**src/rtl/reset_seq_pkg.sv**
```systemverilog
// Shared types and default constants for the board reset sequencer.
package reset_seq_pkg;

    typedef enum logic [1:0] {
        HOLD,
        RUN,
        WAIT_RELEASE
    } seq_state_e;

    localparam int DEF_SYNC_STAGES       = 2;
    localparam int DEF_DEBOUNCE_CYCLES   = 1000000;
    localparam int DEF_RESET_HOLD_CYCLES = 65536;
    localparam int NUM_BUTTONS           = 4;
    localparam int RESET_COUNT_W         = 8;

    // A counter that must reach n-1 needs $clog2(n) bits, but never fewer than one.
    function automatic int cnt_width(input int n);
        return (n > 2) ? $clog2(n) : 1;
    endfunction

endpackage

```
**src/rtl/reset_sequencer_debounce.sv**
```systemverilog
// One-bit synchroniser plus stability counter for an active-low raw input;
// level is the debounced state with 1 = pressed.
module debounce
    import reset_seq_pkg::*;
#(
    parameter int SYNC_STAGES     = DEF_SYNC_STAGES,
    parameter int DEBOUNCE_CYCLES = DEF_DEBOUNCE_CYCLES
) (
    input  logic clk,
    input  logic rst,
    input  logic raw_n,
    output logic level
);

    localparam int CNT_W = cnt_width(DEBOUNCE_CYCLES);
    localparam logic [CNT_W-1:0] CNT_LAST = CNT_W'(DEBOUNCE_CYCLES - 1);

    logic [SYNC_STAGES-1:0] sync_q, sync_d;
    logic                   stable_q, stable_d;
    logic [CNT_W-1:0]       cnt_q, cnt_d;
    logic                   synced;

    assign synced = sync_q[SYNC_STAGES-1];
    assign level  = ~stable_q;

    always_comb begin
        sync_d   = {sync_q[SYNC_STAGES-2:0], raw_n};
        stable_d = stable_q;
        cnt_d    = '0;
        // Only an uninterrupted run of differing samples may move the stable level.
        if (synced != stable_q) begin
            if (cnt_q == CNT_LAST) begin
                stable_d = synced;
            end else begin
                cnt_d = cnt_q + 1'b1;
            end
        end
    end

    always_ff @(posedge clk) begin
        if (rst) begin
            sync_q   <= '1;
            stable_q <= 1'b1;
            cnt_q    <= '0;
        end else begin
            sync_q   <= sync_d;
            stable_q <= stable_d;
            cnt_q    <= cnt_d;
        end
    end

endmodule

```
**src/rtl/reset_sequencer.sv**
```systemverilog
// Board reset sequencer: debounces CPU_RESET_n and BUTTON[3:0] and holds the
// Qsys system in reset for a fixed time after any reset cause clears.
module reset_sequencer
    import reset_seq_pkg::*;
#(
    parameter int SYNC_STAGES       = DEF_SYNC_STAGES,
    parameter int DEBOUNCE_CYCLES   = DEF_DEBOUNCE_CYCLES,
    parameter int RESET_HOLD_CYCLES = DEF_RESET_HOLD_CYCLES
) (
    input  logic                     clk_50mhz,
    input  logic                     rst_50mhz,
    input  logic                     cpu_reset_n_raw,
    input  logic [NUM_BUTTONS-1:0]   button_n_raw,
    output logic                     sys_reset_n,
    output logic                     sys_ready,
    output logic [NUM_BUTTONS-1:0]   button_level,
    output logic [NUM_BUTTONS-1:0]   button_press,
    output logic [RESET_COUNT_W-1:0] reset_count
);

    localparam int HOLD_W = cnt_width(RESET_HOLD_CYCLES);
    localparam logic [HOLD_W-1:0] HOLD_LAST = HOLD_W'(RESET_HOLD_CYCLES - 1);

    logic cpu_pressed;

    seq_state_e                 state_q, state_d;
    logic [HOLD_W-1:0]          hold_cnt_q, hold_cnt_d;
    logic [RESET_COUNT_W-1:0]   reset_count_q, reset_count_d;
    logic                       sys_reset_n_q, sys_reset_n_d;
    logic                       sys_ready_q, sys_ready_d;
    logic [NUM_BUTTONS-1:0]     button_prev_q, button_prev_d;
    logic [NUM_BUTTONS-1:0]     button_press_q, button_press_d;

    debounce #(
        .SYNC_STAGES    (SYNC_STAGES),
        .DEBOUNCE_CYCLES(DEBOUNCE_CYCLES)
    ) u_cpu_debounce (
        .clk  (clk_50mhz),
        .rst  (rst_50mhz),
        .raw_n(cpu_reset_n_raw),
        .level(cpu_pressed)
    );

    for (genvar i = 0; i < NUM_BUTTONS; i++) begin : g_button
        debounce #(
            .SYNC_STAGES    (SYNC_STAGES),
            .DEBOUNCE_CYCLES(DEBOUNCE_CYCLES)
        ) u_button_debounce (
            .clk  (clk_50mhz),
            .rst  (rst_50mhz),
            .raw_n(button_n_raw[i]),
            .level(button_level[i])
        );
    end

    always_comb begin
        state_d       = state_q;
        hold_cnt_d    = '0;
        reset_count_d = reset_count_q;
        case (state_q)
            HOLD: begin
                // A new press restarts the whole hold once it is released.
                if (cpu_pressed) begin
                    state_d = WAIT_RELEASE;
                end else if (hold_cnt_q == HOLD_LAST) begin
                    state_d = RUN;
                    if (reset_count_q != '1) begin
                        reset_count_d = reset_count_q + 1'b1;
                    end
                end else begin
                    hold_cnt_d = hold_cnt_q + 1'b1;
                end
            end
            RUN: begin
                if (cpu_pressed) begin
                    state_d = WAIT_RELEASE;
                end
            end
            WAIT_RELEASE: begin
                if (!cpu_pressed) begin
                    state_d = HOLD;
                end
            end
            default: state_d = HOLD;
        endcase
        // Outputs follow the next state so they are flops with no input-to-output path.
        sys_reset_n_d  = (state_d == RUN);
        sys_ready_d    = (state_d == RUN);
        button_prev_d  = button_level;
        button_press_d = button_level & ~button_prev_q;
    end

    always_ff @(posedge clk_50mhz) begin
        if (rst_50mhz) begin
            state_q        <= HOLD;
            hold_cnt_q     <= '0;
            reset_count_q  <= '0;
            sys_reset_n_q  <= 1'b0;
            sys_ready_q    <= 1'b0;
            button_prev_q  <= '0;
            button_press_q <= '0;
        end else begin
            state_q        <= state_d;
            hold_cnt_q     <= hold_cnt_d;
            reset_count_q  <= reset_count_d;
            sys_reset_n_q  <= sys_reset_n_d;
            sys_ready_q    <= sys_ready_d;
            button_prev_q  <= button_prev_d;
            button_press_q <= button_press_d;
        end
    end

    assign sys_reset_n  = sys_reset_n_q;
    assign sys_ready    = sys_ready_q;
    assign button_press = button_press_q;
    assign reset_count  = reset_count_q;

endmodule

```
**config.mk**
```make
export PLATFORM = sky130hd
export DESIGN_NAME = reset_sequencer
export DESIGN_NICKNAME = d
export VERILOG_FILES = /design/src/rtl/reset_seq_pkg.sv /design/src/rtl/reset_sequencer_debounce.sv /design/src/rtl/reset_sequencer.sv
export SDC_FILE = /design/constraint.sdc
export NUM_CORES = 1
export LEC_CHECK = 0
export ABC_AREA = 0
export CAP_MARGIN = 20
export CORE_ASPECT_RATIO = 0.7
export CORE_UTILIZATION = 60
export DETAILED_ROUTE_END_ITERATION = 10
export PLACE_DENSITY = 0.77
export SYNTH_ARGS = -nofsm -noshare
export SYNTH_HDL_FRONTEND = slang
export SYNTH_HIERARCHICAL = 1
export SYNTH_SLANG_ARGS = --single-unit
```
**constraint.sdc**
```tcl
create_clock -name clk_50mhz -period 5.11 [get_ports clk_50mhz]
set_clock_uncertainty 0.15 [all_clocks]
set_input_delay 0.7665 -clock clk_50mhz [delete_from_list [all_inputs] [get_ports clk_50mhz]]
set_output_delay 0.7665 -clock clk_50mhz [all_outputs]
set_load 0.05 [all_outputs]
```
[After elaboration in Yosys (flattened, before gate mapping)]
Index checks and enable logic that the tools add are counted.
Storage, ports and cells
  register bits: 150
  bits in latches: 0
  RAM bits: 0
  bits in read-only memories: 0
  input port bits: 7
  output and inout port bits: 18
  memories kept: 0
Cells by class
  $add $sub $neg: 7
  multiply operators: 0
  divide/modulo/power cells: 0
  order comparisons: 0
  eq/ne operators: 15
  shift operators: 0
  mux-type cells: 5
  bitwise logic cells: 13
  reductions and logical operators: 13
Operators by type and width (count)
  $add A20 B1 Y20 const B: 5
  $eq A20 B20 Y1 const B: 5
  $add A16 B1 Y16 const B: 1
  $eq A16 B16 Y1 const B: 1
  $reduce_or A3 Y1: 5
  $not A1 Y1: 11
  $reduce_and A2 Y1: 5
  $add A8 B1 Y8 const B: 1
  $mux W2: 4
  $ne A8 B8 Y1 const B: 1
  $pmux W2 S3: 1
  $ne A1 B1 Y1: 5
  $and A4 B4 Y4: 1
  $eq A2 B1 Y1 const B: 2
  $not A4 Y4: 1
  $reduce_and A4 Y1: 1
  $reduce_or A4 Y1: 1
  $eq A2 B2 Y1 const B: 1
  $logic_not A2 Y1: 1

[Depth between registers and ports, before layout]
Gate-level depths: netlist (run 1).
  depth in word-level cells: 5
  depth in mapped cells: 6
  mapped depth without buffers: 5

[Cells and area by module]
The synthesis (run 1) kept the hierarchy.
Modules (own cells, without submodules)
  debounce: times used 5, cells each 121, area each 1057.3 um^2, seq. area each 460.4 um^2
  reset_sequencer: times used 1, cells each 156, area each 1435.1 um^2, seq. area each 700.7 um^2

[Least setup slack after synthesis (run 1)]
Ideal clock, no wire load.
  kind: reg2reg
  from: register reset_count_q[1] (netlist: reset_count[1])
  to: register reset_count_q[1] (netlist: reset_count[1])
  setup time: 0.115 ns
  arrival: 1.836 ns
  required time: 4.845 ns
  slack: 3.009 ns
  cell stages (with the launch flop): 7
  path buffers: 1
  cell sequence: dfxtp_1 -> ha_1 -> nand4_1 -> o211ai_1 -> clkbuf_1 -> nor3_1 -> o21a_1
Between the ends
  longest elaborated chain between the ends: 2
Ends and longest elaborated chain
  start: declaration: line reset_sequencer.sv:28  | logic [RESET_COUNT_W-1:0] reset_count_q, reset_count_d;
  start signal: assignment: line reset_sequencer.sv:105  | reset_count_q <= reset_count_d;
  parallel branches: the longest is 2 deep, another holds $add A8 B1 Y8
Several ways; the timed one is not identified.
A chain may end at the register's enable or synchronous reset.

[Worst setup path in the final report (run 1)]
  from: register reset_count_q[1] (netlist: reset_count[1])
  to: output reset_count[1]
RTL lines
  end: declaration: line reset_sequencer.sv:18  | output logic [RESET_COUNT_W-1:0] reset_count
No word-level cell between the ends.

==> results.tsv, run 1 <==
stage	metric	value	unit
global_routing	antenna_found_initial	0	
sta	finalHoldViolCount	0	
pwr	combPwrFrac	1.3	%
final_layout	layout.nets	800	
synth	yosysSeqAreaShare	44.7	%
routing	drt-pass1-iter-count	5	
cts	cts_buffers	17	
pwr	p_sw	0.000506	W
floorplanning	die_width	129	µm
synth	synthFlopType	dfxtp_1	
cts	post_cts_buffers	0	
critical_path	crit_fanout	4	
synth	ys_ff_latch	150	
pwr	ir_drop	274	µV
cts	cts_num_sinks	150	
critical_path	critPathArrivalTime	1720	ps
placement	portBuffers	24	
critical_path	crit_type	reg -> out	
floorplanning	initial_core_util	63.2	%
sta	fin_hold_ws	233	ps
job	drv_cap	0	
global_routing	grt_overflow	0	
critical_path	path_buf_inv	1	
placement	place_congestion	0.875	
routing	drt-initial-drc-count	454	
synth	syn_nets	775	
pwr	clkPwrFrac	50.2	%
pwr	p_seq_share	48.4	%
routing	detail-route-antenna-nets	0	
critical_path	crit_chain	clkdlybuf4s50_1	
critical_path	crit_slowest_cell	clkdlybuf4s50_1	
synth	synth-async-reset-ratio	0	%
critical_path	cp-start-kind	flip-flop	
sta	relSlewSlack	44.0	%
final_layout	areaGrowthSynthToFinish	14.0	%
final_layout	diodes	0	
routing	num_vias	5579	
floorplanning	core-area	10600	µm²
critical_path	cp_num_cells	1	
sta	setup_tns	0	ps
critical_path	reg2reg_depth	5	
cts	htree_num_levels	4	
cts	cts_hold_buf	0	
global_routing	grt_pass1_wl	24200	µm
cts	cts_resized	0	
cts	path_clk_slew	60	ps
routing	viasPerCell	5.89	
synth	avgSynthCellArea	8.83	µm²
sta	period_share	51.6	%
sta	worst_pin_slew	837	ps
cts	cts_root_buffer	clkbuf_16	
cts	clk_latency	420	ps
pwr	power_density	318	nW/µm²
floorplanning	rows	31	
sta	rsz0062_at_grt	no	
routing	totalWireLength	14100	µm
critical_path	end_kind	output port	
floorplanning	die-area	11600	µm²
pwr	swShare	20.7	%
min_path	hold_depth	1	
routing	wl_per_cell	14.8	µm
sta	period_minus_slack	2640	ps
critical_path	crit_family	buffers and inverters	
synth	ys_types	45	
floorplanning	io_pins	25	
final_layout	mostFrequentLayoutCell	dfxtp_1	
floorplanning	die_y	90.6	µm
min_path	hold_path_class	reg -> reg	
global_routing	grt_pass1_vias	5265	
pwr	leakagePower	2.36	nW
synth	synth_edf_count	0	
routing	drcViolationCount	0	
final_layout	most-common-layout-cells	dfxtp_1 (150), nor2_1 (100), nand2_1 (61), nand3_1 (57), xnor2_1 (47)	
critical_path	max_stage_delay	850	ps
final_layout	drive_above_1_share	10.4	%
global_routing	track_usage	25.8	%
placement	dp_hpwl	9430	µm
sta	fmax	379	MHz
synth	synthCells	761	
cts	cts_tree	built	
critical_path	required	4190	ps
synth	yosysWarnings	6	
sta	slew_violations	0	
run_status	status	finished clean	
sta	setup_viol	0	
synth	synth_area	6720	µm²
pwr	power.internal	0.00193	W
cts	clock_path_buffers	2	
global_routing	grt_max_degree	35	
## power groups by stage
stage / Sequential, W / Clock [W] / Combinational (W)
6_report: 0.00118 / 0.00123 / 0.0000318
5_1_grt: 0.00118 / 0.00130 / 0.0000357
4_1_cts: 0.00118 / 0.00124 / 0.0000314
3_5_place_dp: 0.00121 / 0 / 0.0000309
3_3_place_gp: 0.00121 / 0 / 0.0000300
2_1_floorplan: 0.00121 / 0 / 0.0000187
## layer usage
metal / share of wire, % / global-route usage [%] / wire [µm]
met4: 1.1 / 8.14 / 148
met2: 45 / 39.4 / 6330
met5: 0 / 0 / 0
met1: 49 / 35.7 / 6820
met3: 5.3 / 6.16 / 747
## sequential cells by signal (all words and copies together) (netlist names), 4 cells and up
| name | flops |
|---|---|
| button_press | 4 |
| hold_cnt_q | 16 |
| g_button.u_button_debounce/sync_q | 8 |
| g_button.u_button_debounce/cnt_q | 80 |
| button_prev_q | 4 |
| g_button.u_button_debounce/stable_q | 4 |
| u_cpu_debounce/cnt_q | 20 |
| reset_count | 8 |
## synth_stat cells, types with 8 or more instances
| cell | count | area share, % |
|---|---|---|
| nor3_1 | 14 | 1.0 |
| nor2_1 | 100 | 5.6 |
| xnor2_1 | 47 | 6.1 |
| xor2_1 | 30 | 3.9 |
| nand2_1 | 61 | 3.4 |
| nand3_1 | 57 | 4.2 |
| o21ai_0 | 13 | 0.97 |
| or4_1 | 29 | 3.2 |
| nor4_1 | 23 | 2.1 |
| buf_2 | 15 | 1.1 |
| nor2b_1 | 8 | 0.74 |
| or2_2 | 11 | 1.0 |
| nand4_1 | 12 | 1.1 |
| o31ai_1 | 14 | 1.6 |
| inv_1 | 31 | 1.7 |
| a21oi_1 | 33 | 2.5 |
| and3_1 | 13 | 1.2 |
| dfxtp_1 | 150 | 45 |
| nor4b_1 | 12 | 1.6 |
## metrics by stage
step	utilization [%]	power [W]	area [µm²]	worst slack [ps]	cells
after detailed placement	66.5	0.00124	7070	2370	914
after floorplan	-	0.00123	6720	3010	761
after global routing	72.1	0.00252	7660	2430	947
final	72.1	0.00244	7660	2470	947
after global placement	66.5	0.00124	7070	2460	914
after CTS	72.0	0.00245	7660	2310	946
## worst paths after layout
path	from	endpoint	slack, ps
worst max-delay path	reset_count[1]	reset_count[1]	2470
worst min-delay path	button_prev_q[3]	button_press[3]	230
worst max register to register	hold_cnt_q[0]	reset_count[4]	2680
worst min register to register	button_prev_q[3]	button_press[3]	230
## area by class of cell
type | instances | area (µm²)
inverter | 31 | 116
timing repair buffer | 31 | 293
tap | 148 | 185
clock buffer | 21 | 460
clock inverter | 11 | 126
fill | 816 | 2960
multi-input combinational | 555 | 3480
sequential | 150 | 3000
## cell families after synthesis
family,Yosys count,share of synthesized area (%)
AO/OA/AOI/OAI,97,9.31
XOR/XNOR,77,10.0
adder cells (fa/ha/maj),7,1.30
buffers and inverters,56,3.56
flip-flops,150,44.7
AND/OR/NAND/NOR,374,31.1
Power figures use the tool's default switching activity.
==> inputs of run 2 (changes only) <==
CORE_UTILIZATION = 55   (was 60)
PLACE_DENSITY = 0.74   (was 0.77)
clock period = 2.2 ns   (was 5.11 ns; I/O delays follow)
==> run 2 against run 1 <==
  * Routed wire length increased by 0.78%
  * Core utilization decreased by 5.1 points
  * Combinational power increased to 2.6 times the previous value
  * First-iteration DRC count decreased by 30%
  * Register-to-register slack got worse by 2600 ps
  * Non-clock buffer count increased by 31
  * Sequential power increased by 130%
  * Worst setup slack got worse by 2400 ps
  * Die area increased by 8.9%
  * Hold slack about the same
  * Critical endpoint unchanged
==> results.tsv, run 2 (synthesized netlist as in run 1, its figures left out) <==
stage	metric	value	unit
floorplanning	die_y	94.5	µm
critical_path	end_kind	output port	
final_layout	seqCellArea	3010	µm²
routing	drt-initial-drc-count	316	
floorplanning	initial_core_util	56.9	%
critical_path	rr_startpoint	hold_cnt_q[0]	
final_layout	multiInputGateArea	3510	µm²
cts	clk_latency	410	ps
critical_path	crit_family	buffers and inverters	
final_layout	fillers	936	
critical_path	critPathArrivalTime	1670	ps
critical_path	max_stage_delay	840	ps
global_routing	grt_pass1_wl	24000	µm
final_layout	largest_reg_flops	80	
min_path	hold_path_class	reg -> reg	
final_layout	mostFrequentLayoutCell	dfxtp_1	
final_layout	diodes	0	
final_layout	layout.nets	831	
sta	period_minus_slack	2150	ps
pwr	leakagePower	2.56	nW
critical_path	cp-start-kind	flip-flop	
critical_path	r2r_slack	80	ps
cts	cts_tree	built	
final_layout	drive_above_1_share	14.5	%
critical_path	crit_slowest_cell	clkdlybuf4s50_1	
floorplanning	core-area	11800	µm²
routing	viasPerCell	5.76	
placement	place_congestion	0.841	
floorplanning	die_width	134	µm
floorplanning	rows	33	
routing	totalWireLength	14200	µm
placement	portBuffers	24	
pwr	ir_drop	572	µV
cts	cts_hold_buf	0	
job	drv_cap	0	
final_layout	reg_top3	g_button.u_button_debounce/cnt_q: 80 flops, u_cpu_debounce/cnt_q: 20 flops, hold_cnt_q: 16 flops	
cts	clock_path_buffers	2	
critical_path	required	1720	ps
global_routing	grt_pass1_vias	5326	
sta	worst_pin_slew	545	ps
final_layout	most-common-layout-cells	dfxtp_1 (148), nor2_1 (100), nand2_1 (61), nand3_1 (57), xnor2_1 (47)	
cts	htree_num_levels	4	
critical_path	crit_type	reg -> out	
sta	setup_viol	0	
cts	cts_buffers	17	
global_routing	grt_overflow	0	
final_layout	areaGrowthSynthToFinish	17.8	%
placement	dp.cells	954	
critical_path	crit_chain	clkdlybuf4s50_1	
sta	fmax	466	MHz
routing	wl_per_cell	14.4	µm
sta	period_share	97.6	%
critical_path	crit_fanout	4	
final_layout	largest_register	g_button.u_button_debounce/cnt_q	
global_routing	antenna_found_initial	0	
global_routing	grt_max_degree	21	
final_layout	final_area	7920	µm²
routing	drt-pass1-iter-count	5	
cts	cts_num_sinks	150	
global_routing	track_usage	23.7	%
routing	detail-route-antenna-nets	0	
pwr	power_density	706	nW/µm²
critical_path	path_buf_inv	1	
routing	drcViolationCount	0	
final_layout	finalNonFillerCells	983	
sta	relSlewSlack	63.4	%
run_status	status	finished clean	
cts	cts_root_buffer	clkbuf_16	
sta	finalHoldViolCount	0	
placement	dp_hpwl	9970	µm
floorplanning	die-area	12700	µm²
cts	path_clk_slew	60	ps
sta	slew_violations	0	
placement	dpl_cell_area	7310	µm²
routing	num_vias	5658	
floorplanning	io_pins	25	
min_path	hp-start	button_prev_q[2]	
critical_path	startpoint	reset_count[1]	
## run 2: cell types whose count changed in the layout (fill, tap and decap cells not counted), sizes merged
cell / delta
clkinv: -2
clkdlybuf4s50: -3
buf: +31
dlygate4sd2: +1
dlymetal6s2s: +2
clkinvlp: -4
clkbuf: +2
## run 2: area by class of cell
cell class	instances	area share [%]
Clock buffer	23	6.04
Clock inverter	5	0.948
Inverter	31	1.47
Multi-Input combinational cell	555	44.4
Sequential cell	150	38.0
Tap cell	157	2.48
Timing Repair Buffer	62	6.69
## run 2: metal layers
| metal | GRT usage [%] | vias up | part of all wire, % |
|---|---|---|---|
| li1 | - | 2816 | - |
| met1 | 29.5 | 2673 | 46 |
| met5 | 0 | - | 0 |
| met2 | 39.9 | 143 | 47 |
| met3 | 4.99 | 26 | 4.9 |
| met4 | 10.2 | 0 | 1.8 |
## run 2: what timing repair did
action / 4_1_cts / 5_1_grt
resized for setup: 1 / 13
setup buffers: 0 / 1
endpoints found under the hold margin: 0 / 0
pin swaps: 0 / 3
endpoints found under the setup margin: 1 / 33
## run 2: final timing paths
path                      to  depth (start not counted)
max           reset_count[1]                          1
max reg2reg   reset_count[7]                          5
min reg2reg  button_press[2]                          1
min          button_press[2]                          1
## run 2: power breakdown
| group | internal (W) | total, W | switching, W |
|---|---|---|---|
| Sequential | 0.00273 | 0.00275 | 0.0000119 |
| Clock | 0.00173 | 0.00276 | 0.00103 |
| Combinational | 0.0000364 | 0.0000829 | 0.0000464 |
| Total | 0.00450 | 0.00559 | 0.00109 |
## run 2: stage by stage
stage / util (%) / setup slack, ps / total power (W) / hold slack, ps / setup TNS [ps]
finish: 67.0 / 52.2 / 0.00559 / 234 / 0
global route: 67.0 / -1.69 / 0.00576 / 247 / -1.69
CTS: 66.6 / 18.4 / 0.00564 / 238 / 0
detailed placement: 61.9 / 48.3 / 0.00288 / 235 / 0
global placement: 61.9 / 120 / 0.00288 / 224 / 0
floorplan: - / 99.5 / 0.00285 / 217 / 0
==> inputs of run 3 (changes only) <==
MAX_ROUTING_LAYER = met4   (was unset)
==> run 3 against run 2 <==
  * Worst setup slack worse by 4.8 ps
  * Design area unchanged
  * Combinational power about the same
  * Count of clock-buffer cells in the layout stayed put
  * Sequential power about the same
  * Maximum frequency is 0.22% lower
  * Routed wire length shrank 0.20%
  * Hold slack barely moved
  * Register-to-register slack hardly changed
  * Critical path depth unchanged
  * Global-route usage rose by 0.71 points
  * Non-clock buffer count stayed put
  * Largest cell class unchanged
==> results.tsv, run 3 (synthesized netlist as in run 1, its figures left out) <==
stage	metric	value	unit
run_status	status	finished clean	
critical_path	rr_startpoint	hold_cnt_q[0]	
placement	pre_cts_slack	48.3	ps
cts	path_clk_slew	60	ps
cts	clock_path_buffers	2	
global_routing	grt_pass1_wl	24000	µm
floorplanning	core-area	11800	µm²
critical_path	required	1720	ps
placement	portBuffers	24	
global_routing	track_usage	24.4	%
pwr	combPwrFrac	1.5	%
final_layout	finalNonFillerCells	983	
sta	setup_slack	47.4	ps
global_routing	grt_overflow	0	
routing	totalWireLength	14100	µm
floorplanning	die-area	12700	µm²
placement	dpl_cell_area	7310	µm²
pwr	power.internal	0.00450	W
pwr	swShare	19.5	%
placement	place_congestion	0.854	
job	drv_cap	0	
critical_path	cp_num_cells	1	
cts	cts_tree	built	
pwr	p_sw	0.00109	W
sta	slew_violations	0	
global_routing	grt_max_degree	21	
sta	fmax	465	MHz
routing	num_vias	5657	
placement	dp.cells	954	
final_layout	areaGrowthSynthToFinish	17.8	%
critical_path	cp-start-kind	flip-flop	
critical_path	crit_chain	clkdlybuf4s50_1	
sta	setup_viol	0	
final_layout	largest_reg_flops	80	
critical_path	end_kind	output port	
routing	drt-pass1-iter-count	4	
pwr	clkPwrFrac	49.4	%
final_layout	utilization	67.0	%
final_layout	final_area	7920	µm²
routing	wl_per_cell	14.4	µm
critical_path	timing.rr.end	reset_count[7]	
cts	clk_latency	410	ps
routing	drt-initial-drc-count	290	
floorplanning	io_pins	25	
critical_path	crit_family	buffers and inverters	
critical_path	max_stage_delay	840	ps
routing	drcViolationCount	0	
sta	period_share	97.8	%
critical_path	path_buf_inv	1	
floorplanning	rows	33	
routing	detail-route-antenna-nets	0	
floorplanning	die_width	134	µm
final_layout	layout.nets	831	
placement	dp_hpwl	9970	µm
routing	viasPerCell	5.75	
critical_path	worstSetupEndpoint	reset_count[1]	
cts	cts_buffers	17	
sta	worst_pin_slew	569	ps
pwr	power_density	706	nW/µm²
sta	finalHoldViolCount	0	
final_layout	reg_top3	g_button.u_button_debounce/cnt_q: 80 flops, u_cpu_debounce/cnt_q: 20 flops, hold_cnt_q: 16 flops	
pwr	p_seq_share	49.2	%
cts	htree_num_levels	4	
critical_path	crit_type	reg -> out	
min_path	hold_path_class	reg -> reg	
final_layout	largest_register	g_button.u_button_debounce/cnt_q	
critical_path	crit_fanout	4	
floorplanning	initial_core_util	56.9	%
critical_path	critPathArrivalTime	1670	ps
critical_path	r2r_slack	70	ps
final_layout	mostFrequentLayoutCell	dfxtp_1	
final_layout	most-common-layout-cells	dfxtp_1 (148), nor2_1 (100), nand2_1 (61), nand3_1 (57), xnor2_1 (47)	
pwr	leakagePower	2.56	nW
sta	period_minus_slack	2150	ps
final_layout	drive_above_1_share	14.5	%
critical_path	crit_slowest_cell	clkdlybuf4s50_1	
critical_path	reg2reg_depth	5	
pwr	power	0.00559	W
cts	cts_num_sinks	150	
sta	relSlewSlack	61.7	%
final_layout	diodes	0	
global_routing	grt_pass1_vias	5328	
floorplanning	die_y	94.5	µm
critical_path	startpoint	reset_count[1]	
global_routing	antenna_found_initial	0	
cts	cts_root_buffer	clkbuf_16	
pwr	ir_drop	570	µV
-- run 3: power by group through the flow --
| stage | sequential, W | clock [W] | combinational (W) |
|---|---|---|---|
| floorplan | 0.00280 | 0 | 0.0000435 |
| global placement | 0.00280 | 0 | 0.0000784 |
| detailed placement | 0.00280 | 0 | 0.0000809 |
| CTS | 0.00274 | 0.00281 | 0.0000817 |
| global route | 0.00275 | 0.00293 | 0.0000912 |
| finish | 0.00275 | 0.00276 | 0.0000828 |
-- run 3: worst min path at each step --
stage,from,depth (start not counted),slack (ps),endpoint
2_1_floorplan,button_prev_q[0],1,220,button_press[0]
3_3_place_gp,button_prev_q[3],1,220,button_press[3]
3_5_place_dp,button_prev_q[2],1,230,button_press[2]
4_1_cts,button_prev_q[0],1,240,button_press[0]
5_1_grt,button_prev_q[0],1,250,button_press[0]
6_report,button_prev_q[2],1,230,button_press[2]
-- run 3: metrics by stage --
stage	hold WS [ps]	TNS, ps
2_1_floorplan	217	0
3_3_place_gp	224	0
3_5_place_dp	235	0
4_1_cts	238	0
5_1_grt	248	-3.03
6_report	234	0
-- run 3: routing by layer --
layer / part of all wire, % / vias to the layer above / GRT usage, %
met4: 1.6 / 0 / 9.64
met3: 4.4 / 24 / 5.31
met1: 47 / 2664 / 29.5
met5: 0 / - / -
met2: 47 / 143 / 39.9
li1: - / 2826 / -
-- run 3: layout make-up --
type	count	area (µm²)
fill	936	3890
tap	157	196
multi-input combinational	555	3510
clock inverter	5	75.1
inverter	31	116
clock buffer	23	478
timing repair buffer	62	529
sequential	150	3010
-- run 3: timing repair --
item / CTS / global route
resized for setup: 1 / 13
setup endpoints to repair: 1 / 33
gates cloned: 0 / 0
setup buffers: 0 / 1
hold buffers: 0 / 0
pin swaps: 0 / 3
